### config.mk
export PLATFORM = sky130hd
export DESIGN_NAME = kmap_lut_sweep
export DESIGN_NICKNAME = d
export VERILOG_FILES = /design/src/rtl/kmap_pkg.sv /design/src/rtl/kmap_lut.sv /design/src/rtl/kmap_lut_sweep.sv
export SDC_FILE = /design/constraint.sdc
export NUM_CORES = 1
export LEC_CHECK = 0
export CAP_MARGIN = 0
export CORE_ASPECT_RATIO = 0.9
export CORE_MARGIN = 2
export CORE_UTILIZATION = 48
export CTS_CLUSTER_DIAMETER = 40
export DETAILED_ROUTE_END_ITERATION = 12
export GPL_TIMING_DRIVEN = 0
export PLACE_DENSITY = 0.75
export SLEW_MARGIN = 10
export SYNTH_ARGS = -nofsm -noshare
export SYNTH_HDL_FRONTEND = slang
export SYNTH_SLANG_ARGS = --single-unit
export TNS_END_PERCENT = 1
### constraint.sdc
create_clock -name clk -period 2.45 [get_ports clk]
set_input_delay 0.245 -clock clk [delete_from_list [all_inputs] [get_ports clk]]
set_output_delay 0.245 -clock clk [all_outputs]
set_load 0.02 [all_outputs]
### src/rtl/kmap_pkg.sv
// Shared types and limits for the kmap LUT sweep unit.
// Imported by the top and the bit-select sub-module.
package kmap_pkg;

    typedef enum logic [1:0] {
        IDLE,
        SWEEP,
        DONE
    } state_t;

    localparam int N_MIN = 2;
    localparam int N_MAX = 6;

    function automatic bit n_ok(input int n);
        return (n >= N_MIN) && (n <= N_MAX);
    endfunction

endpackage

### src/rtl/kmap_lut.sv
// Combinational 2^N:1 bit select from a truth table.
// Returns tbl[idx].
module kmap_lut
    import kmap_pkg::*;
#(
    parameter int N = 4
) (
    input  logic [(1<<N)-1:0] tbl,
    input  logic [N-1:0]      idx,
    output logic              y
);

    assign y = tbl[idx];

endmodule

### src/rtl/kmap_lut_sweep.sv
// Programmable N-input Boolean function with direct lookup
// and a self-timed exhaustive minterm sweep.
module kmap_lut_sweep
    import kmap_pkg::*;
#(
    parameter int N = 4
) (
    input  logic           clk,
    input  logic           rst_n,
    input  logic           load_en,
    input  logic [(1<<N)-1:0] load_table,
    input  logic [N-1:0]   x,
    output logic           out,
    input  logic           start,
    output logic           busy,
    output logic           sweep_valid,
    output logic [N-1:0]   sweep_x,
    output logic           sweep_out,
    output logic           done,
    output logic [N:0]     ones_cnt
);

    localparam int M = 1 << N;
    localparam logic [N:0] LAST = (N+1)'(M - 1);
    localparam logic [N:0] ONE  = (N+1)'(1);

    if (!n_ok(N)) begin : g_bad_n
        $error("kmap_lut_sweep: N out of range");
    end

    logic [M-1:0] tbl;
    state_t       state;
    state_t       state_n;
    logic [N:0]   idx;
    logic [N:0]   idx_n;
    logic [N:0]   acc;
    logic [N:0]   acc_n;
    logic         valid_n;
    logic         done_n;
    logic         lut_x;
    logic         lut_s;
    logic         idle_ok;

    kmap_lut #(.N(N)) u_lut_x (
        .tbl (tbl),
        .idx (x),
        .y   (lut_x)
    );

    kmap_lut #(.N(N)) u_lut_s (
        .tbl (tbl),
        .idx (idx[N-1:0]),
        .y   (lut_s)
    );

    // busy lags state by one cycle, so the done cycle still blocks start/load
    assign idle_ok = (state == IDLE) && !busy;

    always_comb begin
        state_n = state;
        idx_n   = idx;
        acc_n   = acc;
        valid_n = 1'b0;
        done_n  = 1'b0;
        case (state)
            IDLE: begin
                if (idle_ok && start) begin
                    state_n = SWEEP;
                    idx_n   = '0;
                    acc_n   = '0;
                end
            end
            SWEEP: begin
                valid_n = 1'b1;
                acc_n   = acc + {{N{1'b0}}, lut_s};
                idx_n   = idx + ONE;
                if (idx == LAST) begin
                    state_n = DONE;
                end
            end
            DONE: begin
                done_n  = 1'b1;
                state_n = IDLE;
            end
            default: state_n = IDLE;
        endcase
    end

    always_ff @(posedge clk or negedge rst_n) begin
        if (!rst_n) begin
            state       <= IDLE;
            tbl         <= '0;
            idx         <= '0;
            acc         <= '0;
            out         <= 1'b0;
            busy        <= 1'b0;
            sweep_valid <= 1'b0;
            sweep_x     <= '0;
            sweep_out   <= 1'b0;
            done        <= 1'b0;
            ones_cnt    <= '0;
        end else begin
            state       <= state_n;
            idx         <= idx_n;
            acc         <= acc_n;
            if (idle_ok && load_en) begin
                tbl <= load_table;
            end
            out         <= lut_x;
            busy        <= (state != IDLE);
            sweep_valid <= valid_n;
            sweep_x     <= valid_n ? idx[N-1:0] : '0;
            sweep_out   <= valid_n & lut_s;
            done        <= done_n;
            if (done_n) begin
                ones_cnt <= acc;
            end
        end
    end

endmodule
After elaboration in Yosys (flattened, before gate mapping)

Cells that the tools add are included.

Bitwise operators: 1
Reductions and logical operators: 9
Eq/ne operators: 5
Magnitude comparators: 2
Muxes and demuxes: 13
Add/subtract/negate cells: 2

Operators by type and width:

| cell                  | number |
|---|---|
| $pmux W5 S2           | 2 |
| $lt A4 B5 Y1 const B  | 2 |
| $bmux W1 S4           | 2 |
| $add A5 B1 Y5         | 1 |
| $add A5 B1 Y5 const B | 1 |
| $eq A5 B4 Y1 const B  | 1 |
| $mux W5               | 1 |
| $mux W1               | 4 |
| $mux W2               | 2 |
| $mux W4               | 1 |
| $pmux W2 S2           | 1 |
| $reduce_and A2 Y1     | 2 |
| $reduce_bool A2 Y1    | 2 |
| $logic_and A1 B1 Y1   | 3 |
| $eq A2 B1 Y1 const B  | 1 |
| $eq A2 B2 Y1 const B  | 1 |
| $logic_not A2 Y1      | 1 |
| $ne A2 B1 Y1 const B  | 1 |
| $ne A2 B2 Y1 const B  | 1 |
| $and A1 B1 Y1         | 1 |
| $logic_not A1 Y1      | 1 |

Input port bits: 24
Logic and storage cells: 43
Output and inout bits: 14
Flip-flop bits (word level): 42

Logic depth before layout (Yosys ltp)

Gate-level depths: netlist (run 1).

Depth in word-level cells: 5
Gate-level depth with buffers: 10
Mapped depth without buffers: 9

Modules after synthesis

Synthesis (run 1) repeated with hierarchy kept, for this count alone.

Cells, all modules: 124
Area, all modules: 1900.6 µm²

By module, submodules not included:

| module         | cells an instance | area an instance (µm²) | sequential area each (µm²) | instances |
|---|---|---|---|---|
| kmap_lut_sweep | 110               | 1630.3                 | 1051.0                     | 1 |
| kmap_lut       | 7                 | 135.1                  | 0.0                        | 2 |

Worst setup path before layout (run 1)

OpenSTA, ideal clock, no wires.

Path type: register to register
Start point: reg idx[0]
End point: reg acc[4]
Library setup time: 0.128 ns
Data arrival time: 2.014 ns
Period minus slack after synthesis: 2.142 ns
Stages on the path, launching flop included: 10
Buffers on the path: 1
Data required time: 2.322 ns
Setup slack: 0.308 ns
Cells stage by stage: dfrtp_1 > buf_2 > mux4_2 > o211ai_1 > nand2_1 > ha_1 > ha_1 > nand3_1 > xor2_1 > o21ai_0

Word-level cells in the longest chain between the ends: 4

Ends and longest elaborated chain:

| what                          | RTL line              | RTL |
|---|---|---|
| from (decl)                   | kmap_lut_sweep.sv:34  | `logic [N:0] idx;` |
| from (signal assigned)        | kmap_lut_sweep.sv:104 | `idx <= idx_n;` |
| $bmux W1 S4                   | kmap_lut.sv:13        | `assign y = tbl[idx];` |
| $mux W1 (not written as such) | kmap_lut.sv:13        |  |
| $add A5 B1 Y5                 | kmap_lut_sweep.sv:75  | `acc_n = acc + {{N{1'b0}}, lut_s};` |
| $pmux W5 S2                   | kmap_lut_sweep.sv:65  | `case (state)` |
| to (signal assigned)          | kmap_lut_sweep.sv:105 | `acc <= acc_n;` |
| to (decl)                     | kmap_lut_sweep.sv:36  | `logic [N:0] acc;` |

Every way passes these cells. The select of a mux whose other input is x is not followed.
A chain may end at the register's enable or synchronous reset.

Worst setup path after layout (run 1)

Ends and elaborated chain as after synthesis.

==> results of run 1 <==
cell usage after synthesis (all sizes together):
library cell	instances
dfrtp	42
mux2	21
o21ai	10
nand2	8
mux4	7
mux2i	5
nor2	5
and2	4
ha	4
inv	4
nand3	4
a22o	3
buf	3
clkbuf	3
a21oi	2
nand2b	2
nor2b	2
xor2	2
a31oi	1
and3	1
nand4	1
nand4b	1
nor3b	1
o211ai	1
o21bai	1
or2	1
worst max path at each step:
stage | from | cells after the start | slack [ns] | to
after floorplan | idx[0] | 9 | 0.31 | acc[4]
after global placement | idx[0] | 9 | 0.12 | acc[4]
after detailed placement | idx[0] | 9 | 0.02 | acc[4]
after CTS | idx[0] | 9 | 0.06 | acc[4]
after global routing | idx[0] | 9 | -0.01 | acc[4]
final | idx[0] | 9 | 0.11 | acc[4]
power groups by stage:
stage	sequential (W)	clock [W]	combinational [W]
after global placement	0.00120	0	0.00109
final	0.00123	0.000542	0.00122
after detailed placement	0.00122	0	0.00115
after CTS	0.00121	0.000556	0.00117
after global routing	0.00127	0.000588	0.00133
after floorplan	0.00126	0	0.000689
registers in the layout (all words and copies together) (netlist names), 2 cells and up:
register / count
tbl: 16
acc: 5
idx: 5
ones_cnt: 5
sweep_x: 4
state: 2
layout make-up:
cell class	instances	area share, %
multi-input combinational	87	31.4
timing repair buffer	45	17.9
sequential	42	42.0
inverter	4	0.600
clock inverter	2	1.50
clock buffer	6	2.90
buffer	5	1.40
tap	46	2.30
repair_timing:
action	4_1_cts	5_1_grt
hold buffers	1	0
endpoints found under the setup margin	1	1
hold endpoints to repair	20	0
gates resized for setup	1	1
setup buffers	0	6
metal layers:
layer | vias up | global-route usage, %
li1 | 599 | -
met1 | 632 | 23.1
met2 | 27 | 28.1
met3 | 6 | 4.48
met4 | 0 | 8.65
met5 | - | 0
cells in the final DEF (no fill, tap or decap), types with 2 or more instances in the layout:
cell              n
ha_1              4
buf_4             6
nand2b_1          2
mux2_2           21
a22o_1            3
dfrtp_1          42
clkdlybuf4s50_1  36
nor2_1            5
nor2b_1           2
mux4_2            7
mux2i_1           5
and2_1            4
clkbuf_1          3
clkbuf_8          5
nand3_1           4
buf_6             2
nand2_1           8
o21ai_0          10
buf_2             2
inv_1             4
xor2_1            2
a21oi_1           2
logic make-up after synthesis:
group	share of synthesized area, %
multiplexers	23.6
AND/OR/NAND/NOR	8.89
adder cells (fa/ha/maj)	2.65
buffers and inverters	2.52
flip-flops	55.7
AO/OA/AOI/OAI	5.71
XOR/XNOR	0.929
worst max-delay path, delay by kind of cell (launching register included):
family | cells | cell delay (ns)
buffers and inverters | 1 | 0.15
xor gates and xnor gates | 1 | 0.17
and+or+nand+nor | 2 | 0.21
AOI/OAI and AO/OA | 2 | 0.34
adders and majority gates | 2 | 0.45
muxes | 1 | 0.50
DFF | 1 | 0.38
through the flow:
stage	instance area, µm²	util (%)	total power, W	setup WS [ns]
after detailed placement	2340	62.6	0.00238	0.0180
after floorplan	1890	-	0.00195	0.308
after CTS	2460	65.9	0.00293	0.0615
final	2500	67.1	0.00299	0.112
after global placement	2310	62.0	0.00229	0.116
after global routing	2500	67.1	0.00318	-0.0127
==> results.ini, run 1 <==
[setup_path]
r2r-end=acc[4]
required_ns=2.62
crit_path_max_fanout=9
crit_path_top_delay_cell=mux4_2
r2r_setup_slack_ns=0.11
ff2ff_path_depth=9
cpPeakStageDelay_ns=0.50
critPathArrivalTime_ns=2.50
startpoint_type=flip-flop
worstSetupPathType=reg2reg
critical_path.most_common_cell=ha_1
crit_chain=buf_6 -> mux4_2 -> o211ai_1 -> nand2_1 -> ha_1 -> ha_1 -> nand3_1 -> xor2_1 -> o21ai_0
r2r-start=idx[0]
cp-end-kind=flip-flop

[layout]
antenna_cells=0
layout-drive-gt1-share_pct=25.1
areaGrowthSynthToFinish_pct=32.8
seq_area_um2=1050
layout.cells.non_filler=237
finalNetCount=218
multi_input_area_um2=787
num-fill-cells=283

[grt]
grt_pass1_wl_um=6010
grt_max_degree=23
antenna_found_initial=0
overflow=0
groute.usage.overall_pct=17.8
grt_pass1_vias=1278

[timing]
tns_ns=0
post-route-period-util_pct=95.4
clock-skew-final_ns=0.00893
hold_viol_final=0
tightest_slew_ns=0.708
fin_crit_ns=2.34
drv_slew=0
worst_hold_slack_ns=0.455
slew_headroom_pct=52.7
max_freq_ghz=0.428
setup_viol=0

[logic_synthesis]
postSynthCellCount=139
syn-cell-area_um2=1890
yosysWarnings=0
ys_types=27
synth_top_cell_by_area=dfrtp_1
synth-seq-cells=42
syn-num-nets=167
syn_area_per_cell_um2=13.6
synthTopCellsByArea=dfrtp_1, mux2_2, mux4_2
yosysTopAreaCellShare_pct=55.7
seq_area_frac_synth_pct=55.7

[routing]
highest_layer=met4
via_per_inst=5.33
wl_met3_um=140
met1_length_um=1600
wl_per_cell_um=15.6
drc=0
first_iter_violations=48
detailroute.via_count=1264
dr_wl_met2_um=1870
ant_nets=0
wirelength_um=3690
dr.pass1.iters=4

[outcome]
status=completed

[die]
initial_core_util_pct=50.5
core_um2=3730
dieArea_um2=4450
row_count=21
die_w_um=70.1
io_pins=38
die_y_um=63.5

[run]
maxCapViolCount=0

[placement]
dp_cells=223
io_buffers=37
dp_hpwl_um=2720
place.gp.congestion=0.809

[cts]
cts_tree=yes
clk_latency_ns=0.30
cts_inserted_buffers=5
cts_sinks=42
clockBufferDepth=2
ctsHtreeMaxLevel=2
root_buffer=clkbuf_8
clkTransAtPathRegs_ns=0.08

[hold_path]
hold_path_class=in2async

[power]
internal_power_w=0.00200
p_switching_w=0.000994
leakagePower_nw=1.10
switching_share_pct=33.3
clkPwrFrac_pct=18.1
power.density_nw_per_um2=1190
seqPwrFrac_pct=41.0
p_comb_share_pct=40.8
peakVddDrop_v=0.000497

Power figures use the tool's default switching activity.
==> run 2, diff against run 1 <==
--- a/config.mk
+++ b/config.mk
@@ -5,6 +5,7 @@
 export SDC_FILE = /design/constraint.sdc
 export NUM_CORES = 1
 export LEC_CHECK = 0
+export ABC_CLOCK_PERIOD_IN_PS = 2450
 export CAP_MARGIN = 0
 export CORE_ASPECT_RATIO = 0.9
 export CORE_MARGIN = 2
@@ -13,6 +14,7 @@
 export DETAILED_ROUTE_END_ITERATION = 12
 export GPL_TIMING_DRIVEN = 0
 export PLACE_DENSITY = 0.75
+export SKIP_CTS_REPAIR_TIMING = 1
 export SLEW_MARGIN = 10
 export SYNTH_ARGS = -nofsm -noshare
 export SYNTH_HDL_FRONTEND = slang
==> run 2 against run 1 <==
Against the previous run:
- non-clock buffer count did not move
- via count rose by 0.47%
- clock skew barely moved
- combinational power barely moved
- final cell count did not move
- worst setup slack got worse by 0.0024 ns
- critical endpoint unchanged
- largest cell class unchanged
==> results.ini, run 2 (synthesized netlist as in run 1, its figures left out) <==
[timing]
slew_headroom_pct=52.7  ; about the same
tns_ns=0  ; unchanged
tightest_slew_ns=0.708  ; +0.000157 ns
clock-skew-final_ns=0.00897  ; +0.0000421 ns
post-route-period-util_pct=95.5  ; +0.099 points
fin_crit_ns=2.34  ; +0.00242 ns
max_freq_ghz=0.427  ; -0.10%
drv_slew=0  ; unchanged
hold_viol_final=0  ; unchanged
setup_viol=0  ; unchanged

[cts]
clk_latency_ns=0.30  ; about the same
clockBufferDepth=2  ; unchanged
cts_sinks=42  ; unchanged
cts_inserted_buffers=5  ; unchanged
clkTransAtPathRegs_ns=0.08  ; about the same
ctsHtreeMaxLevel=2  ; unchanged
root_buffer=clkbuf_8
cts_tree=yes

[layout]
seq_area_um2=1050  ; unchanged
final_cell_mix=dfrtp_1, clkdlybuf4s50_1, mux2_2
layout-drive-gt1-share_pct=25.1  ; unchanged
multi_input_area_um2=787  ; unchanged
largest-register=tbl
areaGrowthSynthToFinish_pct=32.8  ; unchanged
layout_commonest_cell=dfrtp_1
num-fill-cells=283  ; unchanged
finalNetCount=218  ; unchanged
antenna_cells=0  ; unchanged
finalInstanceArea_um2=2500  ; unchanged
largest_register_ff_count=16  ; unchanged

[routing]
drc=0  ; unchanged
dr.pass1.iters=4  ; unchanged
via_per_inst=5.36  ; +0.47%
wirelength_um=3700  ; +0.24%
detailroute.via_count=1270  ; +0.47%
wl_per_cell_um=15.6  ; +0.24%
first_iter_violations=42  ; -13%
ant_nets=0  ; unchanged

[setup_path]
path_buf_inv=1  ; unchanged
critical_path.most_common_cell=ha_1
cp-end-kind=flip-flop
cp_top_family=multiplexers
required_ns=2.62  ; about the same
critPathArrivalTime_ns=2.51  ; about the same
r2r-start=idx[0]
worstSetupPathType=reg2reg
crit_path_start=idx[0]
startpoint_type=flip-flop
cpPeakStageDelay_ns=0.50  ; about the same
crit_chain=buf_6 -> mux4_2 -> o211ai_1 -> nand2_1 -> ha_1 -> ha_1 -> nand3_1 -> xor2_1 -> o21ai_0
crit_path_max_fanout=9  ; unchanged
crit_path_top_delay_cell=mux4_2

[grt]
groute.usage.overall_pct=17.8  ; unchanged
overflow=0  ; unchanged
grt_pass1_vias=1278  ; unchanged
grt_max_degree=23  ; unchanged
grt_pass1_wl_um=6010  ; unchanged
antenna_found_initial=0  ; unchanged

[hold_path]
hold_path_class=in2async

[power]
peakVddDrop_v=0.000498  ; +0.11%
power.density_nw_per_um2=1190  ; about the same
leakagePower_nw=1.10  ; unchanged
power_w=0.00299  ; about the same

[die]
core_um2=3730  ; unchanged
die_y_um=63.5  ; unchanged
row_count=21  ; unchanged
dieArea_um2=4450  ; unchanged
initial_core_util_pct=50.5  ; unchanged
die_w_um=70.1  ; unchanged
io_pins=38  ; unchanged

[placement]
io_buffers=37  ; unchanged
placed_area_um2=2340  ; unchanged
dp_hpwl_um=2720  ; unchanged
place.gp.congestion=0.809  ; unchanged

[run]
maxCapViolCount=0  ; unchanged

[outcome]
status=completed

==> run 2: cell counts in the layout (fill, tap and decap cells not counted) <==
No cell type changed its count.
==> run 2: power by group <==
part | internal, W | switching, W | total [W]
combinational | 0.000707 | 0.000515 | 0.00122
sequential | 0.000985 | 0.000242 | 0.00123
clock | 0.000304 | 0.000239 | 0.000542
total | 0.00200 | 0.000996 | 0.00299
==> run 2: worst paths after layout <==
| kind | end | slack (ns) | cells past startpoint |
|---|---|---|---|
| setup / recovery | acc[4] | 0.11 | 9 |
| max in group asynchronous | ones_cnt[3] | 1.51 | 3 |
| hold / removal | tbl[13] | 0.45 | 2 |
| setup reg to reg | acc[4] | 0.11 | 9 |
| hold reg to reg | state[0] | 0.49 | 1 |
| min in group clk | state[0] | 0.49 | 1 |
==> run 2: final cells by class <==
type	instances	area share [%]
Clock buffer	6	2.90
Tap cell	46	2.30
Buffer	5	1.40
Inverter	4	0.600
Clock inverter	2	1.50
Timing Repair Buffer	45	17.9
Multi-Input combinational cell	87	31.4
Sequential cell	42	42.0
==> run 2: metrics by stage <==
| step | cells | setup slack [ns] | util [%] | hold slack [ns] |
|---|---|---|---|---|
| after floorplan | 139 | 0.308 | - | -0.0506 |
| after global placement | 222 | 0.116 | 62.0 | 0.464 |
| after detailed placement | 223 | 0.0180 | 62.6 | 0.252 |
| after CTS | 231 | -0.0194 | 65.6 | -0.0688 |
| after global routing | 237 | -0.0127 | 67.1 | 0.491 |
| final | 237 | 0.109 | 67.1 | 0.455 |
==> run 2: routing by layer <==
metal,part of all wire (%),track usage [%],up-vias
li1,-,-,600
met1,43,23.1,637
met2,51,28.1,27
met3,3.8,4.48,6
met4,2.2,8.65,0
met5,0,0,-
==> run 3, diff against run 2 <==
--- a/config.mk
+++ b/config.mk
@@ -7,13 +7,13 @@
 export LEC_CHECK = 0
 export ABC_CLOCK_PERIOD_IN_PS = 2450
 export CAP_MARGIN = 0
-export CORE_ASPECT_RATIO = 0.9
+export CORE_ASPECT_RATIO = 1.1
 export CORE_MARGIN = 2
 export CORE_UTILIZATION = 48
 export CTS_CLUSTER_DIAMETER = 40
 export DETAILED_ROUTE_END_ITERATION = 12
 export GPL_TIMING_DRIVEN = 0
-export PLACE_DENSITY = 0.75
+export PLACE_DENSITY = 0.83
 export SKIP_CTS_REPAIR_TIMING = 1
 export SLEW_MARGIN = 10
 export SYNTH_ARGS = -nofsm -noshare
==> run 3 against run 2 <==
Against the previous run:
- final cell count rose by 0.42%
- via count fell by 3.2%
- global-route usage fell by 0.88 points
- hold slack improved by 0.026 ns
- clock skew fell by 0.0059 ns
- flip-flop and latch count did not move
- final area fell by 0.45%
- first-iteration DRC count rose by 17%
- critical path depth did not move
- total power fell by 1.9%
- largest cell class unchanged
- largest power group unchanged
- highest routed layer unchanged
==> results.ini, run 3 (synthesized netlist as in run 1, its figures left out) <==
[cts]
clk_latency_ns=0.29  ; about the same
ctsHtreeMaxLevel=2  ; unchanged
root_buffer=clkbuf_8
clockBufferDepth=2  ; unchanged
cts_sinks=42  ; unchanged
cts_tree=yes
cts_inserted_buffers=5  ; unchanged
clkTransAtPathRegs_ns=0.08  ; about the same

[routing]
wl_per_cell_um=14.3  ; -8.4%
drc=0  ; unchanged
dr.pass1.iters=5  ; +1
detailroute.via_count=1229  ; -3.2%
wirelength_um=3410  ; -8.0%
ant_nets=0  ; unchanged
first_iter_violations=49  ; +17%
via_per_inst=5.16  ; -3.6%

[die]
dieArea_um2=4450  ; about the same
die_w_um=63.8  ; -9.0%
row_count=23  ; +9.5%
initial_core_util_pct=50.8  ; +0.26 points
core_um2=3710  ; -0.50%
die_y_um=69.7  ; +9.9%
io_pins=38  ; unchanged

[setup_path]
cpPeakStageDelay_ns=0.49  ; about the same
crit_chain=buf_6 -> mux4_2 -> o211ai_1 -> nand2_1 -> ha_2 -> ha_1 -> nand3_2 -> xor2_1 -> o21ai_0
crit_path_top_delay_cell=mux4_2
cp-end-kind=flip-flop
required_ns=2.62  ; about the same
startpoint_type=flip-flop
critPathArrivalTime_ns=2.40  ; -0.11 ns
worstSetupPathType=reg2reg
crit_path_max_fanout=8  ; -1

[placement]
io_buffers=37  ; unchanged
placed_area_um2=2340  ; +0.21%
place.gp.congestion=0.764  ; -5.7%
dp_hpwl_um=2660  ; -2.1%

[layout]
finalInstanceArea_um2=2490  ; -0.45%
final_cell_mix=dfrtp_1, clkdlybuf4s50_1, mux2_2
antenna_cells=0  ; unchanged
largest-register=tbl
layout_commonest_cell=dfrtp_1
areaGrowthSynthToFinish_pct=32.2
finalNetCount=215  ; -1.4%
fin_util_pct=67.1  ; about the same
largest_register_ff_count=16  ; unchanged
layout-drive-gt1-share_pct=25.5  ; +0.40 points

[power]
power.density_nw_per_um2=1180  ; -1.5%
power_w=0.00293  ; -1.9%
leakagePower_nw=1.09  ; -0.89%
peakVddDrop_v=0.000570  ; +14%

[timing]
tns_ns=0  ; unchanged
rsz0062_at_grt=no
clock-skew-final_ns=0.00309  ; -0.00588 ns
post-route-period-util_pct=91.3  ; -4.3 points
fin_crit_ns=2.24  ; -0.104 ns
max_freq_ghz=0.447  ; +4.7%
hold_viol_final=0  ; unchanged
tightest_slew_ns=0.679  ; -0.0299 ns
slew_headroom_pct=54.7  ; +2.0 points
setup_viol=0  ; unchanged
drv_slew=0  ; unchanged

[grt]
grt_pass1_vias=1303  ; +2.0%
antenna_found_initial=0  ; unchanged
overflow=0  ; unchanged
grt_pass1_wl_um=5870  ; -2.4%
grt_max_degree=23  ; unchanged
groute.usage.overall_pct=16.9  ; -0.88 points

[run]
maxCapViolCount=0  ; unchanged

[hold_path]
hold_path_class=in2async

[outcome]
status=completed

## run 3: area by class of cell
class / count / area, µm²
Inverter: 4 / 15.0
Clock buffer: 5 / 68.8
Tap cell: 50 / 62.6
Buffer: 5 / 35.0
Clock inverter: 3 / 40.0
Sequential cell: 42 / 1050
Fill cell: 263 / 1220
Timing Repair Buffer: 42 / 425
Multi-Input combinational cell: 87 / 795
## run 3: worst max-delay path: cells and delay by family, from the launching register on
kind | cells | cell delay (ns)
XOR/XNOR | 1 | 0.14
buffers and inverters | 1 | 0.14
AO/OA/AOI/OAI | 2 | 0.32
adder cells (fa/ha/maj) | 2 | 0.44
multiplexers | 1 | 0.49
flip-flops | 1 | 0.37
AND/OR/NAND/NOR | 2 | 0.20
## run 3: path summary, 6_finish.rpt
kind | startpoint | end | slack (ns) | cells past startpoint
max | idx[0] | acc[4] | 0.21 | 9
min | rst_n | acc[4] | 0.48 | 2
max reg2reg | idx[0] | acc[4] | 0.21 | 9
min reg2reg | idx[4] | idx[4] | 0.50 | 2
max in group asynchronous | rst_n | tbl[11] | 1.49 | 3
min in group clk | idx[4] | idx[4] | 0.50 | 2
## run 3: per-stage QoR
step                      hold slack (ns)  setup WS, ns  std cells
final                               0.481         0.213        238
after global routing                0.520       0.00912        238
after CTS                         -0.0520        0.0214        235
after detailed placement            0.257        0.0385        227
after global placement              0.463         0.142        226
after floorplan                   -0.0506         0.308        139
## run 3: routing by layer
| layer | part of all wire (%) | track usage [%] |
|---|---|---|
| met5 | 0 | 0 |
| met2 | 54 | 31.1 |
| met3 | 4.1 | 4.06 |
| met1 | 41 | 19.1 |
| met4 | 1.0 | 5.31 |
## run 3: report_power, final
group / switching [W] / total, W / internal [W] / leakage, nW
Sequential: 0.000250 / 0.00123 / 0.000985 / 0.526
Clock: 0.000229 / 0.000529 / 0.000300 / 0.0579
Combinational: 0.000488 / 0.00117 / 0.000682 / 0.509
Total: 0.000967 / 0.00293 / 0.00197 / 1.09
